`config.mk`:
```
export PLATFORM = sky130hd
export DESIGN_NAME = div_sequencer
export DESIGN_NICKNAME = d
export VERILOG_FILES = /design/src/rtl/div_sequencer.sv
export SDC_FILE = /design/constraint.sdc
export NUM_CORES = 1
export LEC_CHECK = 0
export BUFFER_PORTS_ARGS = -buffer_cell sky130_fd_sc_hd__buf_2
export CAP_MARGIN = 20
export CORE_ASPECT_RATIO = 1.25
export CORE_MARGIN = 2
export CORE_UTILIZATION = 35
export CTS_BUF_LIST = sky130_fd_sc_hd__clkbuf_16
export DETAILED_ROUTE_END_ITERATION = 8
export PLACE_DENSITY = 0.64
export SLEW_MARGIN = 10
export SYNTH_ARGS = -nofsm -noshare
export SYNTH_HDL_FRONTEND = slang
export SYNTH_SLANG_ARGS = --single-unit
```
`constraint.sdc`:
```
create_clock -name clk -period 3.8 [get_ports clk]
set_input_delay 0.76 -clock clk [delete_from_list [all_inputs] [get_ports clk]]
set_output_delay 0.76 -clock clk [all_outputs]
set_load 0.005 [all_outputs]
```
`src/rtl/div_sequencer.sv`:
```
// div_sequencer: operand sequencer and result formatter for the iterative
// fixed-point divider. It takes an {a, b} pair in, runs one division and
// returns a saturated result with status flags.
module div_sequencer #(
   parameter int A_W     = 12,
   parameter int B_W     = 14,
   parameter int FRAC_W  = 14,
   parameter int OUT_W   = 16,
   parameter int TIMEOUT = 64
) (
   input  logic                    clk,
   input  logic                    rst,
   input  logic                    in_valid,
   output logic                    in_ready,
   input  logic [A_W-1:0]          in_a,
   input  logic [B_W-1:0]          in_b,
   output logic                    div_en,
   output logic [A_W+FRAC_W-1:0]   div_dividend,
   output logic [B_W-1:0]          div_divisor,
   input  logic [A_W+FRAC_W-1:0]   div_quotient,
   input  logic                    div_ok,
   output logic                    out_valid,
   input  logic                    out_ready,
   output logic [OUT_W-1:0]        out_q,
   output logic                    out_sat,
   output logic                    out_dz,
   output logic                    out_timeout,
   output logic                    busy
);

   localparam int M     = A_W + FRAC_W;
   localparam int CNT_W = $clog2(TIMEOUT) + 1;

   typedef enum logic [1:0] {S_IDLE, S_WAIT, S_DONE} state_t;

   state_t             state, state_nxt;
   logic [A_W-1:0]     a_reg;
   logic [B_W-1:0]     b_reg;
   logic [CNT_W-1:0]   cnt;
   logic               q_ovf;
   logic [OUT_W-1:0]   q_fmt;
   logic               accept;
   logic               b_zero;
   logic               timeout_hit;

   // Any set bit above the output field means the quotient does not fit.
   generate
      if (OUT_W < M) begin : g_ovf
         assign q_ovf = |div_quotient[M-1:OUT_W];
      end else begin : g_no_ovf
         assign q_ovf = 1'b0;
      end
   endgenerate

   assign q_fmt        = q_ovf ? {OUT_W{1'b1}} : div_quotient[OUT_W-1:0];
   assign accept       = in_valid && (state == S_IDLE);
   assign b_zero       = (in_b == '0);
   assign timeout_hit  = (cnt == CNT_W'(TIMEOUT - 1));
   assign div_dividend = {a_reg, {FRAC_W{1'b0}}};
   assign div_divisor  = b_reg;

   // State register.
   always_ff @(posedge clk) begin
      if (rst) state <= S_IDLE;
      else     state <= state_nxt;
   end

   // Next-state: div_ok wins over timeout when both land in the same cycle.
   always_comb begin
      state_nxt = state;
      case (state)
         S_IDLE: if (accept) state_nxt = b_zero ? S_DONE : S_WAIT;
         S_WAIT: if (div_ok || timeout_hit) state_nxt = S_DONE;
         S_DONE: if (out_ready) state_nxt = S_IDLE;
         default: state_nxt = S_IDLE;
      endcase
   end

   // Handshake and divider-enable outputs decoded from state alone.
   always_comb begin
      in_ready  = (state == S_IDLE);
      div_en    = (state == S_WAIT);
      out_valid = (state == S_DONE);
      busy      = (state != S_IDLE);
   end

   // Operand latch, timeout counter and result/flag capture.
   always_ff @(posedge clk) begin
      if (rst) begin
         a_reg       <= '0;
         b_reg       <= '0;
         cnt         <= '0;
         out_q       <= '0;
         out_sat     <= 1'b0;
         out_dz      <= 1'b0;
         out_timeout <= 1'b0;
      end else begin
         case (state)
            S_IDLE: begin
               if (in_valid) begin
                  a_reg <= in_a;
                  b_reg <= in_b;
                  cnt   <= '0;
                  // Divide by zero never reaches the divider.
                  if (b_zero) begin
                     out_q       <= {OUT_W{1'b1}};
                     out_sat     <= 1'b0;
                     out_dz      <= 1'b1;
                     out_timeout <= 1'b0;
                  end
               end
            end
            S_WAIT: begin
               cnt <= cnt + 1'b1;
               if (div_ok) begin
                  out_q       <= q_fmt;
                  out_sat     <= q_ovf;
                  out_dz      <= 1'b0;
                  out_timeout <= 1'b0;
               end else if (timeout_hit) begin
                  out_q       <= '0;
                  out_sat     <= 1'b0;
                  out_dz      <= 1'b0;
                  out_timeout <= 1'b1;
               end
            end
            default: ;
         endcase
      end
   end

endmodule
```
==> results of run 1 <==
==> how the worst max path moves through the flow <==
| stage | to | cells after the start | slack (ps) |
|---|---|---|---|
| 6_report | div_en | 3 | 1760 |
| 5_1_grt | out_q[10] | 5 | 1590 |
| 4_1_cts | out_q[9] | 5 | 1680 |
| 3_5_place_dp | out_q[9] | 5 | 1370 |
| 3_3_place_gp | out_q[2] | 4 | 1460 |
| 2_1_floorplan | out_q[0] | 6 | 1790 |
==> final cells by class <==
class	instances	share of cell area
Tap cell	85	0.03664
Timing Repair Buffer	107	0.1862
Clock inverter	2	0.003879
Inverter	4	0.006897
Sequential cell	54	0.3724
Multi-Input combinational cell	192	0.3509
Clock buffer	5	0.04310
==> critical path, delay by kind of cell (launching register included) <==
| kind | cells | cell delay, ps |
|---|---|---|
| DFF | 1 | 510 |
| and+or+nand+nor | 1 | 280 |
| buffers and inverters | 2 | 200 |
==> layer usage <==
metal	vias to the layer above	share of wire
li1	1077	-
met1	932	0.45
met2	106	0.43
met3	8	0.10
met4	0	0.015
met5	-	0
==> stage by stage <==
step,hold slack (ps),worst slack [ps],std cells,power (µW)
after floorplan,444.5,1787,281,742.3
after global placement,439.0,1460,441,809.2
after detailed placement,441.4,1372,441,811.4
after CTS,454.3,1681,448,1244
after global routing,470.7,1594,449,1288
final,453.1,1760,449,1226
==> power groups by stage <==
stage / logic [µW] / clock network, µW / registers, µW
final: 173 / 429 / 624
after global routing: 197 / 463 / 629
after CTS: 176 / 444 / 624
after detailed placement: 175 / 0 / 636
after global placement: 173 / 0 / 636
after floorplan: 107 / 0 / 636
==> layout by cell type (no fill, tap or decap), types with 5 or more instances in the layout <==
cell type,netlist,routed
buf_2,2,105
nand2_1,58,58
dfxtp_1,54,54
a21oi_1,33,33
nor2_1,28,28
o2bb2ai_1,16,16
conb_1,1,14
nor4_1,6,6
clkbuf_16,0,5
==> logic make-up after synthesis <==
kind of cell               Yosys count  share of synthesized area
and+or+nand+nor                    112                     0.2197
AOI/OAI and AO/OA                   64                     0.1943
DFF                                 54                     0.4768
buffers and inverters               35                    0.09768
muxes                                1                   0.004415
adders and majority gates            1                   0.005518
other                                1                   0.001654
==> results_dict.tcl, run 1 <==
set metrics [dict create \
    firstDrtPassIters 4 \
    gr-usage-met2 0.2366 \
    grtUsageMet1 0.1815 \
    yosys-top-cells-count "nand2_1, dfxtp_1, a21oi_1" \
    setup_viol_count_final 0 \
    utilization 0.4677 \
    cts_root_buf "clkbuf_16" \
    antenna_found_initial 0 \
    p_leak_uw 0.001334 \
    hold_depth 2 \
    clk_latency_ps 290 \
    seq_power_share 0.509 \
    path_cells "nand2b_4, inv_6, buf_2" \
    ys.warnings.count 0 \
    vdd_drop_max_uv 259.7 \
    largest_reg_flops 16 \
    skew_ps 7.262 \
    post_cts_resized 0 \
    port_buffers 105 \
    tns_ps 0 \
    status "finished clean" \
    worstSetupPathType "flop to output pin" \
    fmaxAchievable_ghz 0.4903 \
    hold_viol_final 0 \
    fillers 609 \
    die_h_um 93.99 \
    clk_pin_slew_ps 70 \
    antenna_cells 0 \
    coreArea_mm2 0.006206 \
    cts_setup_buffers 0 \
    vias_per_cell 4.728 \
    crit_start "state[1]" \
    routedWlPerCell_um 11.92 \
    final_cell_area_mm2 0.002903 \
    cts_tree "built" \
    ys_types 39 \
    critical_path.slowest_cell "dfxtp_1" \
    syn_to_final_growth_pct 28.04 \
    start_util 0.3653 \
    syn_inst 268 \
    critPathMaxFanout 10 \
    finalWirelength_um 5354 \
    p_sw_frac 0.2497 \
    syn_area_mm2 0.002267 \
    seq_area_frac_synth 0.4768 \
    routed-via-count 2123 \
    nets 422 \
    grt.met3_usage 0.05288 \
    cts_hold_buffers 0 \
    rows 32 \
    cts_inserted_buffers 5 \
    hp-start "out_timeout" \
    synth_ff_type "dfxtp_1" \
    r2r-start "state[1]" \
    drt_iter0_drc 59 \
    avgSynthCellArea_um2 8.460 \
    synthArstFlopShare 0 \
    grt_pass1_wl_um 8638 \
    antenna_left 0 \
    finalCriticalPeriod_ps 2040 \
    slew_headroom 0.4976 \
    crit_required_ps 3040 \
    cts_max_level 2 \
    grt-ovfl-total 0 \
    post_dp_cell_area_mm2 0.002759 \
    internal_power_uw 920.0 \
    post-synth-top-count-cell "nand2_1" \
    gp_congestion 0.6975 \
    cts_sinks 54 \
    cts_buffer_depth 2 \
    grt_use_total 0.1470 \
    critical_path_arrival_ps 1280 \
    dieArea_mm2 0.007141 \
    r2r_end "out_q[10]" \
    die_w_um 75.99 \
    end_kind "output pin" \
    whs_endpoint "out_timeout" \
    rsz0062_at_grt "false" \
    p_sw_uw 306.2 \
    grt_pass1_vias 1930 \
    yosysTopAreaCell "dfxtp_1" \
    synth_edf_count 0 \
    top_usage_layer "met2" \
    drc_errors 0 \
    synth.area.top_cells "dfxtp_1, nand2_1, a21oi_1, o2bb2ai_1, buf_4" \
    multiInputGateArea_mm2 0.001018 \
    finalMaxSlewViolations 0 \
    grt_max_degree 41 \
    dp_hpwl_um 3834 \
    hp-class "flop to flop" \
    synth-seq-cells 54 \
    worst-r2r-setup-slack_ps 1770 \
    layout-drive-gt1-share 0.3352 \
    worstMarginPinSlew_ps 753.6 \
    regArea_mm2 0.001081 \
    critical_path.max_stage_delay_ps 510 \
    rr_worst_depth 5 \
    powerDensity_mw_per_mm2 422.4 \
    netlist.area_leader.share 0.4768 \
    pwr-share-comb 0.141 \
    ioPinCount 120 \
    period_share 0.5367 \
    maxCapViolations 0 \
    power_frac_clock 0.350 \
    worstSetupStartpointType "flop" \
]
Power figures use the tool's default switching activity.
==> inputs of run 2 (changes only) <==
Settings changed: ABC_AREA set to 1, PLACE_DENSITY 0.64 to 0.62.
Clock period 3.8 ns to 2 ns, I/O delays scaled along.
==> run 2 against run 1 <==
Largest cell class is now multi-input combinational cells. Synthesized cell count grew 42%. Synthesized area grew 15%. Clock power grew 110%.
==> results_dict.tcl, run 2 <==
set metrics [dict create \
    skew_ps 5.274 \
    grt_pass1_vias 2407 \
    status "finished clean" \
    firstDrtPassIters 4 \
    setup_viol_count_final 0 \
    seq_area_frac_synth 0.4140 \
    regArea_mm2 0.001081 \
    antenna_left 0 \
    cts_buffer_depth 2 \
    synth.area.top_cells "dfxtp_1, nor2_1, nand2_1, nand3_1, o21ai_0" \
    critical_path.slowest_cell "dfxtp_1" \
    drt_iter0_drc 91 \
    syn_inst 380 \
    die_w_um 81.26 \
    multiInputGateArea_mm2 0.001277 \
    critPathMaxFanout 7 \
    post_cts_resized 0 \
    cts_tree "built" \
    antenna_cells 0 \
    nets 534 \
    grt_max_degree 51 \
    power_frac_clock 0.290 \
    yosysTopAreaCell "dfxtp_1" \
    clk_latency_ps 290 \
    rows 35 \
    worst-r2r-setup-slack_ps 350 \
    syn_area_mm2 0.002611 \
    vias_per_cell 4.710 \
    synth_edf_count 0 \
    period_share 0.8296 \
    grt_use_total 0.1523 \
    post-synth-top-count-cell "nor2_1" \
    end_kind "output pin" \
    hp-class "primary input to flop" \
    netlist.area_leader.share 0.4140 \
    finalMaxSlewViolations 0 \
    critical_path.top_delay_family "buffers and inverters" \
    finalWirelength_um 6260 \
    utilization 0.4482 \
    pwr-share-comb 0.282 \
    internal_power_uw 2063 \
    layout-drive-gt1-share 0.2788 \
    hold_viol_final 0 \
    start_util 0.3571 \
    routed-via-count 2680 \
    grt-ovfl-total 0 \
    cts_max_level 2 \
    finalCriticalPeriod_ps 1659 \
    cts_root_buf "clkbuf_16" \
    critical_path.max_stage_delay_ps 300 \
    dp.cells 561 \
    antenna_found_initial 0 \
    worstSetupPathType "flop to output pin" \
    clk_pin_slew_ps 80 \
    cp_num_buf_inv 3 \
    synthArstFlopShare 0 \
    layout_common_cells "buf_2, nor2_1, nand2_1" \
    crit_required_ps 1600 \
    synth-seq-cells 54 \
    seq_power_share 0.428 \
    worstMarginPinSlew_ps 612.6 \
    cts_hold_buffers 0 \
    die_h_um 100.6 \
    dieArea_mm2 0.008172 \
    coreArea_mm2 0.007313 \
    maxCapViolations 0 \
    hold_depth 3 \
    powerDensity_mw_per_mm2 939.5 \
    tns_ps 0 \
    path_common_cell "inv_1" \
    slew_headroom 0.5916 \
    p_leak_uw 0.001695 \
    drc_errors 0 \
    mostFrequentLayoutCell "buf_2" \
    worstSetupStartpointType "flop" \
    ys_types 32 \
    synth_ff_type "dfxtp_1" \
    cp.depth 4 \
    cts_sinks 54 \
    ys.warnings.count 0 \
    ioPinCount 120 \
    grt_pass1_wl_um 10180 \
    rr_worst_depth 9 \
    p_sw_frac 0.3300 \
    largest_reg_flops 16 \
    cts_inserted_buffers 5 \
    dp_hpwl_um 4465 \
    syn_to_final_growth_pct 25.54 \
    fmaxAchievable_ghz 0.6027 \
    path_cells "inv_1, nand2_1, inv_1, buf_2" \
    stdcell_count 569 \
    routedWlPerCell_um 11.00 \
    yosys-top-cells-count "nor2_1, nand2_1, dfxtp_1" \
    critical_path_arrival_ps 1260 \
    p_sw_uw 1016 \
    gp_congestion 0.7668 \
    fillers 782 \
    port_buffers 105 \
    rsz0062_at_grt "false" \
    cts_setup_buffers 0 \
    avgSynthCellArea_um2 6.872 \
    vdd_drop_max_uv 459.7 \
]
[run 2: routing by layer]
layer  up-vias  global-route usage  routed length (µm)
li1       1374                   -                   -
met1      1209              0.1878                2827
met2        91              0.2708                2958
met3         6             0.03405                 426
met4         0             0.02868                  47
met5         -                   0                   0
[run 2: power groups by stage]
stage	sequential (µW)	clock [µW]	combinational, µW
after floorplan	1350	0	573
after global placement	1340	0	866
after detailed placement	1340	0	878
after CTS	1320	926	879
after global routing	1340	972	989
final	1320	894	867
[run 2: final cells by class]
type | instances | share of cell area
clock buffer | 5 | 0.03817
clock inverter | 3 | 0.008779
inverter | 16 | 0.01832
multi-input combinational | 287 | 0.3897
sequential | 54 | 0.3298
tap | 92 | 0.03511
timing repair buffer | 112 | 0.1802
[run 2: logic make-up after synthesis]
| logic type | after synthesis | share of synthesized area |
|---|---|---|
| simple gates | 211 | 0.3349 |
| compound gates | 61 | 0.1294 |
| flops | 54 | 0.4140 |
| buf+inv | 52 | 0.1155 |
| fa+ha+maj | 1 | 0.004791 |
| other cells | 1 | 0.001436 |
[run 2: per-stage QoR]
step	total power [µW]	setup slack [ps]	hold WS, ps	area, µm²
global placement	2207	365.8	460.5	3124
floorplan	1927	561.5	447.5	2660
global route	3299	179.3	323.0	3278
CTS	3127	322.9	321.1	3278
detailed placement	2220	335.6	462.9	3124
finish	3080	340.8	328.2	3278
[run 2: final timing paths]
kind,from,end
hold / removal,in_a[7],a_reg[7]
setup reg to reg,cnt[0],out_q[0]
hold reg to reg,out_q[12],out_q[12]
setup / recovery,state[1],div_en
[run 2: worst reg2reg max path, delay by kind of cell (launching register included)]
family / cells / cell delay, ps
adder cells (fa/ha/maj): 1 / 200
flip-flops: 1 / 370
AO/OA/AOI/OAI: 1 / 130
buffers and inverters: 2 / 410
AND/OR/NAND/NOR: 5 / 430
==> inputs of run 3 (changes only) <==
Clock period 2 ns to 1.66 ns, I/O delays scaled along.
==> run 3 against run 2 <==
Clock skew is 0.84 ps higher. Register-to-register slack lost 210 ps. First-iteration DRC count is 6.6% lower.
==> results_dict.tcl, run 3 (synthesis gave the netlist of run 2 again) <==
set metrics [dict create \
    status "finished clean" \
    routed-via-count 2613 \
    cts_hold_buffers 0 \
    period_share 0.9280 \
    hold_viol_final 0 \
    place_ws_ps 106.5 \
    grt_pass1_wl_um 10400 \
    critical_path.slowest_cell "dfxtp_1" \
    clk_pin_slew_ps 70 \
    wl_met2_um 3156 \
    powerDensity_mw_per_mm2 1158 \
    rsz0062_at_grt "false" \
    utilization 0.4689 \
    hp-class "primary input to flop" \
    firstDrtPassIters 4 \
    maxCapViolations 0 \
    antenna_cells 0 \
    cp_num_buf_inv 3 \
    grt_pass1_vias 2367 \
    critPathMaxFanout 7 \
    critical_path_arrival_ps 1210 \
    finalCriticalPeriod_ps 1541 \
    drc_errors 0 \
    syn_to_final_growth_pct 31.34 \
    die_h_um 100.6 \
    nets 540 \
    worst-r2r-setup-slack_ps 140 \
    cts_root_buf "clkbuf_16" \
    die_w_um 81.26 \
    drt_iter0_drc 85 \
    mostFrequentLayoutCell "buf_2" \
    cts_buffer_depth 2 \
    layout-drive-gt1-share 0.2961 \
    ioPinCount 120 \
    grt_max_degree 51 \
    worstSetupStartpointType "flop" \
    r2r-start "cnt[0]" \
    finalMaxSlewViolations 0 \
    cts_tree "built" \
    grt-ovfl-total 0 \
    clk_latency_ps 290 \
    grt_use_total 0.1569 \
    cts_max_level 2 \
    antenna_left 0 \
    m1WireLength_um 2878 \
    cts_sinks 54 \
    tns_ps 0 \
    route.met3.wl_um 520 \
    rr_worst_depth 10 \
    setup.worst_path.end "div_en" \
    critical_path.top_delay_family "buffers and inverters" \
    fillers 773 \
    antenna_found_initial 0 \
    layout_common_cells "buf_2, nor2_1, nand2_1" \
    cts_inserted_buffers 5 \
    routedWlPerCell_um 11.43 \
    crit_start "state[1]" \
    vdd_drop_max_uv 523.4 \
    rows 35 \
    finalWirelength_um 6574 \
    setup_viol_count_final 0 \
    crit_required_ps 1330 \
    largest_reg_flops 16 \
    worstSetupPathType "flop to output pin" \
    fmaxAchievable_ghz 0.6491 \
    gp_congestion 0.7486 \
    dieArea_mm2 0.008172 \
    dp_hpwl_um 4437 \
    path_cells "inv_1, nand2_1, inv_2, buf_2" \
    top_layer "met4" \
    start_util 0.3571 \
    cp.depth 4 \
    skew_ps 6.110 \
    port_buffers 105 \
    fin_ws_ps 119.5 \
    r2r_end "out_q[1]" \
    coreArea_mm2 0.007313 \
    critical_path.max_stage_delay_ps 300 \
    p_leak_uw 0.001759 \
    end_kind "output pin" \
    vias_per_cell 4.544 \
]
run 3: tightest hold or removal path, cell delays in order:
cell    delay, ps
buf_2          70
nor2_1         30
nor2_1         80
run 3: timing repair:
action,CTS,global route
endpoints found under the hold margin,0,0
setup buffers,0,1
setup endpoints to repair,0,18
gates resized for setup,0,5
run 3: cell type report:
cell class	count	area (µm²)	share of cell area
Clock buffer	5	125.1	0.03648
Clock inverter	3	40.04	0.01167
Tap cell	92	115.1	0.03356
Inverter	16	60.06	0.01751
Timing Repair Buffer	118	715.7	0.2087
Multi-Input combinational cell	287	1290	0.3761
Sequential cell	54	1084	0.3159
run 3: worst min path at each step:
stage	startpoint	end	slack (ps)	depth (start not counted)
finish	in_a[4]	a_reg[4]	260	3
CTS	in_a[4]	a_reg[4]	260	3
detailed placement	cnt[6]	cnt[6]	470	2
global placement	out_q[9]	out_q[9]	460	2
floorplan	rst	cnt[1]	400	1
global route	in_a[11]	a_reg[11]	270	3
run 3: power breakdown:
| group | internal, µW | switching, µW |
|---|---|---|
| clock network | 707 | 461 |
| registers | 1490 | 98.9 |
| logic | 543 | 667 |
| total | 2740 | 1230 |
run 3: per-stage QoR:
stage / hold WS, ps / cells / total power [µW] / instance area [µm²]
after global placement: 458.7 / 562 / 2697 / 3157
after floorplan: 401.1 / 393 / 2322 / 2660
after CTS: 261.4 / 570 / 3888 / 3322
final: 263.4 / 575 / 3971 / 3430
after global routing: 269.5 / 575 / 4241 / 3430
after detailed placement: 469.6 / 562 / 2706 / 3157
run 3: per-layer routing:
| layer | vias to the layer above | track usage |
|---|---|---|
| met2 | 96 | 0.2829 |
| met1 | 1126 | 0.1885 |
| met5 | - | 0 |
| li1 | 1389 | - |
| met3 | 2 | 0.03584 |
| met4 | 0 | 0.03129 |
